<file path="config.mk">
export PLATFORM = sky130hd
export DESIGN_NAME = store_buffer_flat
export DESIGN_NICKNAME = d
export VERILOG_FILES = /design/src/rtl/cpu_mem_pkg.sv /design/src/rtl/store_buffer_if.sv /design/src/rtl/sb_match.sv /design/src/rtl/store_buffer.sv /design/src/flat_wrapper.sv
export SDC_FILE = /design/constraint.sdc
export NUM_CORES = 1
export LEC_CHECK = 0
export CAP_MARGIN = 40
export CORE_MARGIN = 2
export CORE_UTILIZATION = 60
export DETAILED_ROUTE_END_ITERATION = 12
export HOLD_SLACK_MARGIN = 0.1
export PLACE_DENSITY = 0.81
export SYNTH_ARGS = -nofsm -noshare
export SYNTH_HDL_FRONTEND = slang
export SYNTH_HIERARCHICAL = 1
export SYNTH_SLANG_ARGS = --single-unit
</file>
<file path="constraint.sdc">
create_clock -name Clock -period 19.12 [get_ports Clock]
set_input_delay 3.824 -clock Clock [delete_from_list [all_inputs] [get_ports Clock]]
set_output_delay 3.824 -clock Clock [all_outputs]
set_load 0.02 [all_outputs]
</file>
<file path="src/rtl/cpu_mem_pkg.sv">
// Shared definitions for the CPU memory-access path.
// Contents:
//   ADDR_W, DATA_W - address / data widths of the data memory port
//   WORD_SPAN      - memory slots touched by one word access (Address..Address+WORD_SPAN-1)
//   sb_entry_t     - one buffered store {addr, data}
//   sb_overlaps    - true when two word accesses share at least one slot
package cpu_mem_pkg;
    localparam int ADDR_W    = 16;
    localparam int DATA_W    = 16;
    localparam int WORD_SPAN = 4;

    typedef struct packed {
        logic [ADDR_W-1:0] addr;
        logic [DATA_W-1:0] data;
    } sb_entry_t;

    // Distance is measured both ways round the address ring so that
    // accesses straddling the top of memory (e.g. 0xFFFE vs 0x0001) overlap.
    function automatic logic sb_overlaps(input logic [ADDR_W-1:0] a,
                                         input logic [ADDR_W-1:0] b);
        logic [ADDR_W-1:0] fwd;
        logic [ADDR_W-1:0] bwd;
        fwd = a - b;
        bwd = b - a;
        return (fwd < ADDR_W'(WORD_SPAN)) || (bwd < ADDR_W'(WORD_SPAN));
    endfunction
endpackage

</file>
<file path="src/rtl/store_buffer_if.sv">
// Bus bundle between the CPU memory stage, the store buffer and DataMem.
// CPU side : Address, WriteData, MemWrite, MemRead -> ReadData, Stall, Empty, Count
// Mem side : MemAddress, MemWriteData, MemWriteEn, MemReadEn -> MemReadData
// Modports : slave  = the store buffer itself
//            master = its environment (CPU stage plus DataMem)
interface store_buffer_if #(parameter int DEPTH = 4);
    import cpu_mem_pkg::*;

    logic [ADDR_W-1:0]        Address;
    logic [DATA_W-1:0]        WriteData;
    logic                     MemWrite;
    logic                     MemRead;
    logic [DATA_W-1:0]        ReadData;
    logic                     Stall;
    logic                     Empty;
    logic [$clog2(DEPTH):0]   Count;
    logic [ADDR_W-1:0]        MemAddress;
    logic [DATA_W-1:0]        MemWriteData;
    logic                     MemWriteEn;
    logic                     MemReadEn;
    logic [DATA_W-1:0]        MemReadData;

    modport slave (
        input  Address, WriteData, MemWrite, MemRead, MemReadData,
        output ReadData, Stall, Empty, Count,
        output MemAddress, MemWriteData, MemWriteEn, MemReadEn
    );

    modport master (
        output Address, WriteData, MemWrite, MemRead, MemReadData,
        input  ReadData, Stall, Empty, Count,
        input  MemAddress, MemWriteData, MemWriteEn, MemReadEn
    );
endinterface

</file>
<file path="src/rtl/sb_match.sv">
// Youngest-first overlap search over the store buffer entries.
// Ports:
//   entries  - all FIFO slots (only those with valid set are considered)
//   valid    - per-slot occupancy
//   tail     - next free slot; tail-1 is the youngest entry
//   addr     - load address being checked
//   hit      - some valid entry overlaps addr
//   exact    - the youngest overlapping entry has exactly addr
//   hit_data - data of the youngest overlapping entry
module sb_match import cpu_mem_pkg::*; #(
    parameter int DEPTH = 4
) (
    input  sb_entry_t [DEPTH-1:0]      entries,
    input  logic [DEPTH-1:0]           valid,
    input  logic [$clog2(DEPTH)-1:0]   tail,
    input  logic [ADDR_W-1:0]          addr,
    output logic                       hit,
    output logic                       exact,
    output logic [DATA_W-1:0]          hit_data
);
    localparam int PTR_W = $clog2(DEPTH);

    logic [DEPTH-1:0] ovl;
    logic [DEPTH-1:0] eq;
    logic [PTR_W-1:0] idx;

    for (genvar gi = 0; gi < DEPTH; gi++) begin : g_cmp
        assign ovl[gi] = valid[gi] && sb_overlaps(entries[gi].addr, addr);
        assign eq[gi]  = (entries[gi].addr == addr);
    end

    // Walk from oldest (tail-DEPTH) to youngest (tail-1); each later hit
    // overrides the earlier one, so the youngest overlapping entry wins.
    always_comb begin
        hit      = 1'b0;
        exact    = 1'b0;
        hit_data = '0;
        idx      = '0;
        for (int k = DEPTH - 1; k >= 0; k--) begin
            idx = tail - PTR_W'(k + 1);
            if (ovl[idx]) begin
                hit      = 1'b1;
                exact    = eq[idx];
                hit_data = entries[idx].data;
            end
        end
    end
endmodule

</file>
<file path="src/rtl/store_buffer.sv">
// Store buffer between the CPU memory stage and DataMem.
// Stores are queued in a DEPTH-entry circular FIFO and drained one per cycle
// whenever no load is using the memory port. Loads forward from the youngest
// exactly-matching buffered store, read DataMem when nothing overlaps, and
// stall while only a partial overlap exists.
// Ports:
//   Clock  - single clock, rising edge
//   ResetN - asynchronous active-low reset; discards every buffered store
//   bus    - store_buffer_if.slave: CPU request/response and DataMem port
module store_buffer import cpu_mem_pkg::*; #(
    parameter int DEPTH = 4
) (
    input logic           Clock,
    input logic           ResetN,
    store_buffer_if.slave bus
);
    localparam int PTR_W = $clog2(DEPTH);
    localparam int CNT_W = PTR_W + 1;

    sb_entry_t [DEPTH-1:0] entries_reg;
    logic [DEPTH-1:0]      valid_reg;
    logic [PTR_W-1:0]      head_reg;
    logic [PTR_W-1:0]      tail_reg;
    logic [CNT_W-1:0]      count_reg;

    logic                  hit;
    logic                  exact;
    logic [DATA_W-1:0]     hit_data;
    logic                  full;
    logic                  partial;
    logic                  stall;
    logic                  load_port;
    logic                  drain;
    logic                  enqueue;

    sb_match #(.DEPTH(DEPTH)) u_match (
        .entries  (entries_reg),
        .valid    (valid_reg),
        .tail     (tail_reg),
        .addr     (bus.Address),
        .hit      (hit),
        .exact    (exact),
        .hit_data (hit_data)
    );

    always_comb begin
        full    = (count_reg == CNT_W'(DEPTH));
        partial = bus.MemRead && hit && !exact;
        stall   = (bus.MemWrite && full) || partial;
        // Only an unstalled, non-forwarded load claims the port. A load held
        // by a full-buffer stall must give the port up, otherwise the drain
        // that frees a slot could never happen. ResetN keeps the port idle
        // while reset is asserted.
        load_port = ResetN && bus.MemRead && !hit && !stall;
        drain     = (count_reg != '0) && !load_port;
        // A stalled request is re-presented next cycle, so it is not taken now.
        enqueue   = bus.MemWrite && !stall;
    end

    assign bus.Stall        = stall;
    assign bus.Empty        = (count_reg == '0);
    assign bus.Count        = count_reg;
    assign bus.MemReadEn    = load_port;
    assign bus.MemWriteEn   = drain;
    assign bus.MemAddress   = drain ? entries_reg[head_reg].addr : bus.Address;
    assign bus.MemWriteData = entries_reg[head_reg].data;
    assign bus.ReadData     = (hit && exact) ? hit_data : bus.MemReadData;

    // Control state: pointers, count and occupancy.
    always_ff @(posedge Clock or negedge ResetN) begin
        if (!ResetN) begin
            head_reg  <= '0;
            tail_reg  <= '0;
            count_reg <= '0;
            valid_reg <= '0;
        end else begin
            // A drained slot and an enqueued slot can never coincide: that
            // would need head==tail, i.e. an empty or a full buffer.
            if (drain) begin
                valid_reg[head_reg] <= 1'b0;
                head_reg            <= head_reg + PTR_W'(1);
            end
            if (enqueue) begin
                valid_reg[tail_reg] <= 1'b1;
                tail_reg            <= tail_reg + PTR_W'(1);
            end
            count_reg <= count_reg + CNT_W'(enqueue) - CNT_W'(drain);
        end
    end

    // Payload storage needs no reset: stale slots are masked by valid_reg.
    always_ff @(posedge Clock) begin
        if (enqueue) begin
            entries_reg[tail_reg] <= '{addr: bus.Address, data: bus.WriteData};
        end
    end
endmodule

</file>
<file path="src/flat_wrapper.sv">
// flat-port wrapper written by rule: the top's interface ports become plain ports
module store_buffer_flat import cpu_mem_pkg::*;
#(
    parameter int DEPTH = 4
)
  (Clock, ResetN, bus_Address, bus_WriteData, bus_MemWrite, bus_MemRead, bus_MemReadData, bus_ReadData, bus_Stall, bus_Empty, bus_Count, bus_MemAddress, bus_MemWriteData, bus_MemWriteEn, bus_MemReadEn);
  store_buffer_if #(.DEPTH(DEPTH)) bus_i ();
  input logic Clock;
  input logic ResetN;
  input wire logic [$bits(bus_i.Address)-1:0] bus_Address;
  input wire logic [$bits(bus_i.WriteData)-1:0] bus_WriteData;
  input wire logic [$bits(bus_i.MemWrite)-1:0] bus_MemWrite;
  input wire logic [$bits(bus_i.MemRead)-1:0] bus_MemRead;
  input wire logic [$bits(bus_i.MemReadData)-1:0] bus_MemReadData;
  output wire logic [$bits(bus_i.ReadData)-1:0] bus_ReadData;
  output wire logic [$bits(bus_i.Stall)-1:0] bus_Stall;
  output wire logic [$bits(bus_i.Empty)-1:0] bus_Empty;
  output wire logic [$bits(bus_i.Count)-1:0] bus_Count;
  output wire logic [$bits(bus_i.MemAddress)-1:0] bus_MemAddress;
  output wire logic [$bits(bus_i.MemWriteData)-1:0] bus_MemWriteData;
  output wire logic [$bits(bus_i.MemWriteEn)-1:0] bus_MemWriteEn;
  output wire logic [$bits(bus_i.MemReadEn)-1:0] bus_MemReadEn;
  assign bus_i.Address = bus_Address;
  assign bus_i.WriteData = bus_WriteData;
  assign bus_i.MemWrite = bus_MemWrite;
  assign bus_i.MemRead = bus_MemRead;
  assign bus_i.MemReadData = bus_MemReadData;
  assign bus_ReadData = bus_i.ReadData;
  assign bus_Stall = bus_i.Stall;
  assign bus_Empty = bus_i.Empty;
  assign bus_Count = bus_i.Count;
  assign bus_MemAddress = bus_i.MemAddress;
  assign bus_MemWriteData = bus_i.MemWriteData;
  assign bus_MemWriteEn = bus_i.MemWriteEn;
  assign bus_MemReadEn = bus_i.MemReadEn;
  store_buffer #(.DEPTH(DEPTH)) u_core (.Clock(Clock), .ResetN(ResetN), .bus(bus_i));
endmodule
</file>
==> impl_metrics.csv, run 1 <==
group,metric,value,unit
timing,worst_skew,20.56,ps
clock_tree,maximum_clock_insertion_buffer_count,2,
logic_synthesis,synth.mux.area_fraction,0.1312,
logic_synthesis,post_synth_xor_area_fraction,0.02845,
power,powerDensity,121.8,nW/um^2
power,peakVddDrop,0.1972,mV
logic_synthesis,asyncSetResetFlopFracSynth,0.07914,
cells_and_area,drive_above_1_share,0.09474,
logic_synthesis,synthesis.area,15080,sq um
grt,grt.overflow.total,0,
grt,grt_max_degree,87,
clock_tree,holdBufCountCts,0,
placement,globalplace.congestion,0.9935,
status,outcome,"completed",
clock_tree,cts.root.buffer_cell,"clkbuf_16",
timing,tightestPinTransition,955.2,ps
timing,number_of_pins_exceeding_their_max_slew_limit_in_the_final_report,0,
placement,place_hpwl,37640,um
setup_path,path_cells,"clkdlybuf4s50_1, inv_1, ha_1, and3_1, or3_1, o21ai_0, a31oi_1, a2111o_1, nor4b_1, a32o_1, mux2i_2, buf_4, mux2i_4, nand2_1, a31oi_1, nand2_1, mux2_2, clkdlybuf4s50_1",
logic_synthesis,synth_nets,1832,
timing,final-hold-violation-count,0,
clock_tree,clk_pin_slew_worst_paths,70,ps
clock_tree,cts_tree,"built",
logic_synthesis,post_synth_fa_ha_maj_area_fraction,0.1092,
setup_path,worstPathArrival,10510,ps
cells_and_area,layout_common_cells,"a21oi_1, ha_1, edfxtp_1",
timing,final_setup_tns,0,ps
logic_synthesis,ys_types,99,
logic_synthesis,ys_seq_elements,139,
routing,viasPerCell,7.081,
power,leakage,6.505,nW
hold_path,hold_path.class,"register to register",
logic_synthesis,ys_dominant_reg_cell,"edfxtp_1",
setup_path,critPathKind,"input port to output pin",
placement,total_of_buffers_placed_on_input_and_output_ports,106,
timing,final.min_clock_period,14330,ps
power,power_switching,0.0009232,W
logic_synthesis,post_synth_inst_count,1649,
logic_synthesis,synth.yosys.seq_area_share,0.2731,
floorplan,die_x,162.6,um
setup_path,type_of_destination_of_the_critical_path,"output pin",
timing,grt_setup_unrepaired,"false",
grt,grt_pass1_wl,77100,um
cells_and_area,final_cells,2041,
floorplan,dieArea,26430,sq um
routing,drt_first_pass_iters,7,
logic_synthesis,synth-warning-count,6,
cells_and_area,largest_register_ffs,128,
logic_synthesis,post_synth_and_or_nand_nor_area_fraction,0.1660,
clock_tree,post_cts.resized_instances,0,
routing,drtAntennaViolNets,0,
floorplan,num_rows,58,
timing,max_freq,0.06978,GHz
power,netSwitchingFraction,0.4467,
placement,place_inst,2008,
clock_tree,postCtsSetupBuffers,0,
cells_and_area,area_delta_synth_final,12.50,%
power,post-layout-total-power,0.002067,W
clock_tree,cts_sink_count,139,
grt,globalRouteTotalUtil,0.3789,
logic_synthesis,synth-compound-area-share,0.2352,
routing,drc,0,
setup_path,start_kind,"input port",
clock_tree,cts_buffer_count,17,
routing,drt_wirelength,50970,um
timing,min_period_over_period,0.7495,
floorplan,die_y,162.6,um
logic_synthesis,synth_top_family_by_area,"compound AO/OA/AOI/OAI gates",
routing,detailedRoute.firstIterationViolations,1800,
power,clkPwrFrac,0.175,
cells_and_area,finalNetCount,1880,
grt,number_of_global_route_vias_before_repair,13480,
cells_and_area,most_common_library_cell_in_the_layout_ignoring_fill_and_taps,"a21oi_1",
setup_path,critical_path_fanouts_max,16,
power,intPower,0.001143,W
cells_and_area,n_fill_cell,2048,
timing,slew_headroom,0.3632,
clock_tree,clk_latency,440,ps
routing,detailroute.via_count,14450,
clock_tree,cts-htree-levels,4,
floorplan,initial_core_util,0.6043,
grt,antenna_found_initial,1,
floorplan,core-area,24960,sq um
setup_path,timing.critical_path.required,15300,ps
setup_path,critPathMaxStageDelay,790,ps
logic_synthesis,number_of_enable_type_register_cells_in_the_synthesized_netlist,128,
run,maxCapViolations,0,
logic_synthesis,synth_area_per_inst,9.148,sq um
power,power_frac_seq,0.229,
floorplan,num_io_pins,107,
timing,report.final.setup_viol,0,
power,comb_pwr_share,0.595,
setup_path,critPathSlowestCell,"clkdlybuf4s50_1",
routing,routedWlPerCell,24.97,um
[metrics by stage]
stage / util / hold WS, ps / setup WS, ps / instance area (sq um)
2_1_floorplan: - / 513.6 / 7291 / 15080
3_3_place_gp: 0.6505 / 550.3 / 4812 / 16240
3_5_place_dp: 0.6546 / 566.6 / 5027 / 16340
4_1_cts: 0.6797 / 583.9 / 4956 / 16970
5_1_grt: 0.6797 / 610.6 / 4568 / 16970
6_report: 0.6798 / 586.6 / 4789 / 16970
[worst paths after layout]
kind / start / to / slack [ps] / depth (start not counted)
worst max-delay path: bus_Address[2] / bus_ReadData[14] / 4790 / 18
max in group asynchronous: ResetN / u_core/head_reg[0]$_DFFE_PN0N_ / 14980 / 1
worst max register to register: u_core/entries_reg[52]$_DFFE_PP_ / u_core/bus.Count[2]$_DFF_PN0_ / 12010 / 24
worst min register to register: u_core/valid_reg[3]$_DFF_PN0_ / u_core/valid_reg[3]$_DFF_PN0_ / 590 / 1
worst min-delay path: u_core/valid_reg[3]$_DFF_PN0_ / u_core/valid_reg[3]$_DFF_PN0_ / 590 / 1
min in group asynchronous: ResetN / u_core/tail_reg[0]$_DFFE_PN0N_ / 3740 / 1
[per-layer routing]
metal / part of all wire / global-route usage
met5: 0 / 0
met2: 0.46 / 0.6095
met3: 0.095 / 0.06952
met1: 0.41 / 0.5126
met4: 0.036 / 0.1400
[power groups by stage]
| stage | combinational, W | clock (W) | sequential [W] |
|---|---|---|---|
| CTS | 0.00121 | 0.000364 | 0.000472 |
| floorplan | 0.000851 | 0 | 0.000454 |
| detailed placement | 0.00120 | 0 | 0.000477 |
| global route | 0.00131 | 0.000373 | 0.000480 |
| finish | 0.00123 | 0.000362 | 0.000474 |
| global placement | 0.00116 | 0 | 0.000474 |
[synth_stat cells (22+ instances only)]
cell	count	share of area
mux4_2	27	0.040
a211oi_1	45	0.022
nand2_1	98	0.024
o221ai_1	35	0.020
mux2i_1	49	0.033
a21o_1	36	0.018
a21oi_1	132	0.044
o21ai_0	85	0.028
nor3_1	34	0.011
o211ai_1	26	0.013
nor2_1	81	0.020
nand3_1	36	0.012
mux2_2	54	0.040
nor2b_1	22	0.0091
edfxtp_1	128	0.25
nand4_1	28	0.012
and2_1	42	0.017
inv_1	108	0.027
xnor2_1	31	0.018
ha_1	130	0.11
clkbuf_1	63	0.016
[area by class of cell]
cell class / count / area (sq um) / area share
Clock inverter: 13 / 192.7 / 0.01135
Multi-Input combinational cell: 1303 / 10130 / 0.5969
Tap cell: 330 / 412.9 / 0.02433
Sequential cell: 139 / 4121 / 0.2429
Timing Repair Buffer: 125 / 1261 / 0.07432
Clock buffer: 19 / 432.9 / 0.02551
Antenna cell: 1 / 2.502 / 0.0001475
Inverter: 111 / 416.7 / 0.02455
[worst max-delay path, delay by kind of cell]
family / cells / cell delay [ps]
AOI/OAI and AO/OA: 5 / 1550
muxes: 3 / 1270
adders and majority gates: 1 / 310
buffers and inverters: 4 / 1850
and+or+nand+nor: 5 / 1680
[kinds of logic after synthesis]
kind of cell / Yosys count
buf+inv: 207
fa+ha+maj: 131
simple gates: 464
xor+xnor: 49
flops: 139
compound gates: 518
mux: 141
No activity file was read; power rests on OpenSTA's default activity.
==> run 2: changes to the inputs <==
==> constraint.sdc (replaced) <==
create_clock -name Clock -period 13.7 [get_ports Clock]
set_input_delay 2.74 -clock Clock [delete_from_list [all_inputs] [get_ports Clock]]
set_output_delay 2.74 -clock Clock [all_outputs]
set_load 0.02 [all_outputs]
==> impl_metrics.csv, run 2 (synthesis gave the netlist of run 1 again) <==
group,metric,value,unit
timing,final-hold-violation-count,0,
cells_and_area,most_common_library_cell_in_the_layout_ignoring_fill_and_taps,"a21oi_1",
routing,drc,0,
grt,globalRouteTotalUtil,0.3821,
timing,grt_setup_unrepaired,"false",
timing,final.min_clock_period,12070,ps
routing,detailedRoute.firstIterationViolations,1889,
timing,report.final.setup_viol,0,
grt,grt_pass1_wl,78160,um
timing,max_freq,0.08287,GHz
setup_path,regToRegEndpoint,"u_core/bus.Count[2]$_DFF_PN0_",
clock_tree,clk_latency,440,ps
timing,final_setup_tns,0,ps
routing,drt_first_pass_iters,8,
timing,number_of_pins_exceeding_their_max_slew_limit_in_the_final_report,0,
floorplan,die_y,162.6,um
clock_tree,cts_tree,"built",
setup_path,critical_path_fanouts_max,24,
floorplan,initial_core_util,0.6043,
clock_tree,cts.root.buffer_cell,"clkbuf_16",
floorplan,core-area,24960,sq um
cells_and_area,n_fill_cell,2030,
cells_and_area,largest_register_ffs,128,
setup_path,type_of_destination_of_the_critical_path,"output pin",
timing,tightestPinTransition,952.2,ps
grt,grt.overflow.total,0,
floorplan,die_x,162.6,um
floorplan,num_io_pins,107,
clock_tree,cts_sink_count,139,
placement,globalplace.congestion,1.009,
placement,total_of_buffers_placed_on_input_and_output_ports,106,
clock_tree,holdBufCountCts,0,
routing,drtAntennaViolNets,0,
grt,number_of_global_route_vias_before_repair,13640,
grt,grt_max_degree,58,
clock_tree,clk_pin_slew_worst_paths,70,ps
floorplan,num_rows,58,
hold_path,hold_path.class,"register to register",
grt,antenna_found_initial,0,
cells_and_area,area_delta_synth_final,12.37,%
setup_path,timing.critical_path.required,10960,ps
cells_and_area,antenna_cells_inserted,0,
power,peakVddDrop,0.2290,mV
setup_path,start_kind,"input port",
power,leakage,6.509,nW
routing,viasPerCell,7.091,
routing,routedWlPerCell,24.79,um
cells_and_area,final_cells,2042,
setup_path,critPathKind,"input port to output pin",
setup_path,destination_of_the_critical_timing_path,"bus_ReadData[5]",
run,maxCapViolations,0,
setup_path,reg2regPathDepth,23,
clock_tree,cts_buffer_count,17,
setup_path,timing.critical_path.from,"bus_Address[3]",
cells_and_area,layout_common_cells,"a21oi_1, ha_1, edfxtp_1",
setup_path,worstPathArrival,9330,ps
routing,drt_wirelength,50610,um
status,outcome,"completed",
setup_path,rrSetupSlack,6600,ps
timing,worst_skew,16.30,ps
cells_and_area,finalNetCount,1882,
power,powerDensity,168.8,nW/um^2
clock_tree,cts-htree-levels,4,
clock_tree,post_cts.resized_instances,0,
timing,min_period_over_period,0.8808,
routing,detailroute.via_count,14480,
placement,place_hpwl,38150,um
cells_and_area,final_util,0.6790,
timing,slew_headroom,0.3607,
setup_path,r2r-start,"u_core/entries_reg[21]$_DFFE_PP_",
clock_tree,postCtsSetupBuffers,0,
placement,place_inst,2010,
cells_and_area,drive_above_1_share,0.09696,
clock_tree,maximum_clock_insertion_buffer_count,2,
floorplan,dieArea,26430,sq um
==> run 2: cell count changes in the layout (fill, tap and decap cells not counted), sizes merged <==
cell	before	now
bufinv	4	2
clkinv	7	6
diode	1	0
clkinvlp	2	1
buf	19	21
inv	111	117
clkbuf	19	17
==> run 2: power by group <==
group | internal (W) | switching, W
sequential | 0.000569 | 0.0000868
combinational | 0.000715 | 0.00100
clock | 0.000276 | 0.000213
==> run 2: cell type report <==
type                            count  area [sq um]  share of cell area
Timing Repair Buffer              127          1260             0.07433
Tap cell                          330         412.9             0.02436
Multi-Input combinational cell   1303         10130              0.5976
Sequential cell                   139          4121              0.2432
Clock buffer                       17         425.4             0.02510
Clock inverter                     15         183.9             0.01085
Inverter                          111         416.7             0.02458
==> run 2: per-layer routing <==
layer	track usage	part of all wire
met4	0.1275	0.032
met3	0.07792	0.097
met5	0	0
met1	0.5266	0.42
met2	0.6037	0.45
==> run 2: worst max-delay path: stages <==
cell and delay, ps:
clkdlybuf4s50_1 680, ha_1 560, a21oi_1 310, nor2_1 140, or4_1 430, a221oi_1 430, o211ai_1 140, or2_2 310
o41ai_1 770, o221ai_4 470, buf_8 300, o211a_2 260, a31oi_1 250, nand2_1 490, mux2_2 460, clkdlybuf4s50_1 550
==> run 2: how the worst min path moves through the flow <==
| stage | from | endpoint | slack, ps | cells after the start |
|---|---|---|---|---|
| final | u_core/bus.Count[0]$_DFF_PN0_ | u_core/bus.Count[0]$_DFF_PN0_ | 570 | 1 |
| after global routing | u_core/bus.Count[0]$_DFF_PN0_ | u_core/bus.Count[0]$_DFF_PN0_ | 600 | 1 |
| after CTS | u_core/bus.Count[0]$_DFF_PN0_ | u_core/bus.Count[0]$_DFF_PN0_ | 570 | 1 |
| after detailed placement | u_core/bus.Count[0]$_DFF_PN0_ | u_core/bus.Count[0]$_DFF_PN0_ | 550 | 1 |
| after global placement | u_core/bus.Count[0]$_DFF_PN0_ | u_core/bus.Count[0]$_DFF_PN0_ | 550 | 1 |
| after floorplan | u_core/valid_reg[3]$_DFF_PN0_ | u_core/valid_reg[3]$_DFF_PN0_ | 510 | 1 |
==> run 2: stage by stage <==
stage          worst slack [ps]  hold slack (ps)  area, sq um  total power (W)
2_1_floorplan              4039            513.6        15080         0.001822
3_3_place_gp               1563            545.1        16250         0.002290
3_5_place_dp               1810            554.0        16340         0.002331
4_1_cts                    1784            574.6        16950         0.002831
5_1_grt                    1229            597.1        16950         0.003011
6_report                   1633            571.2        16950         0.002860
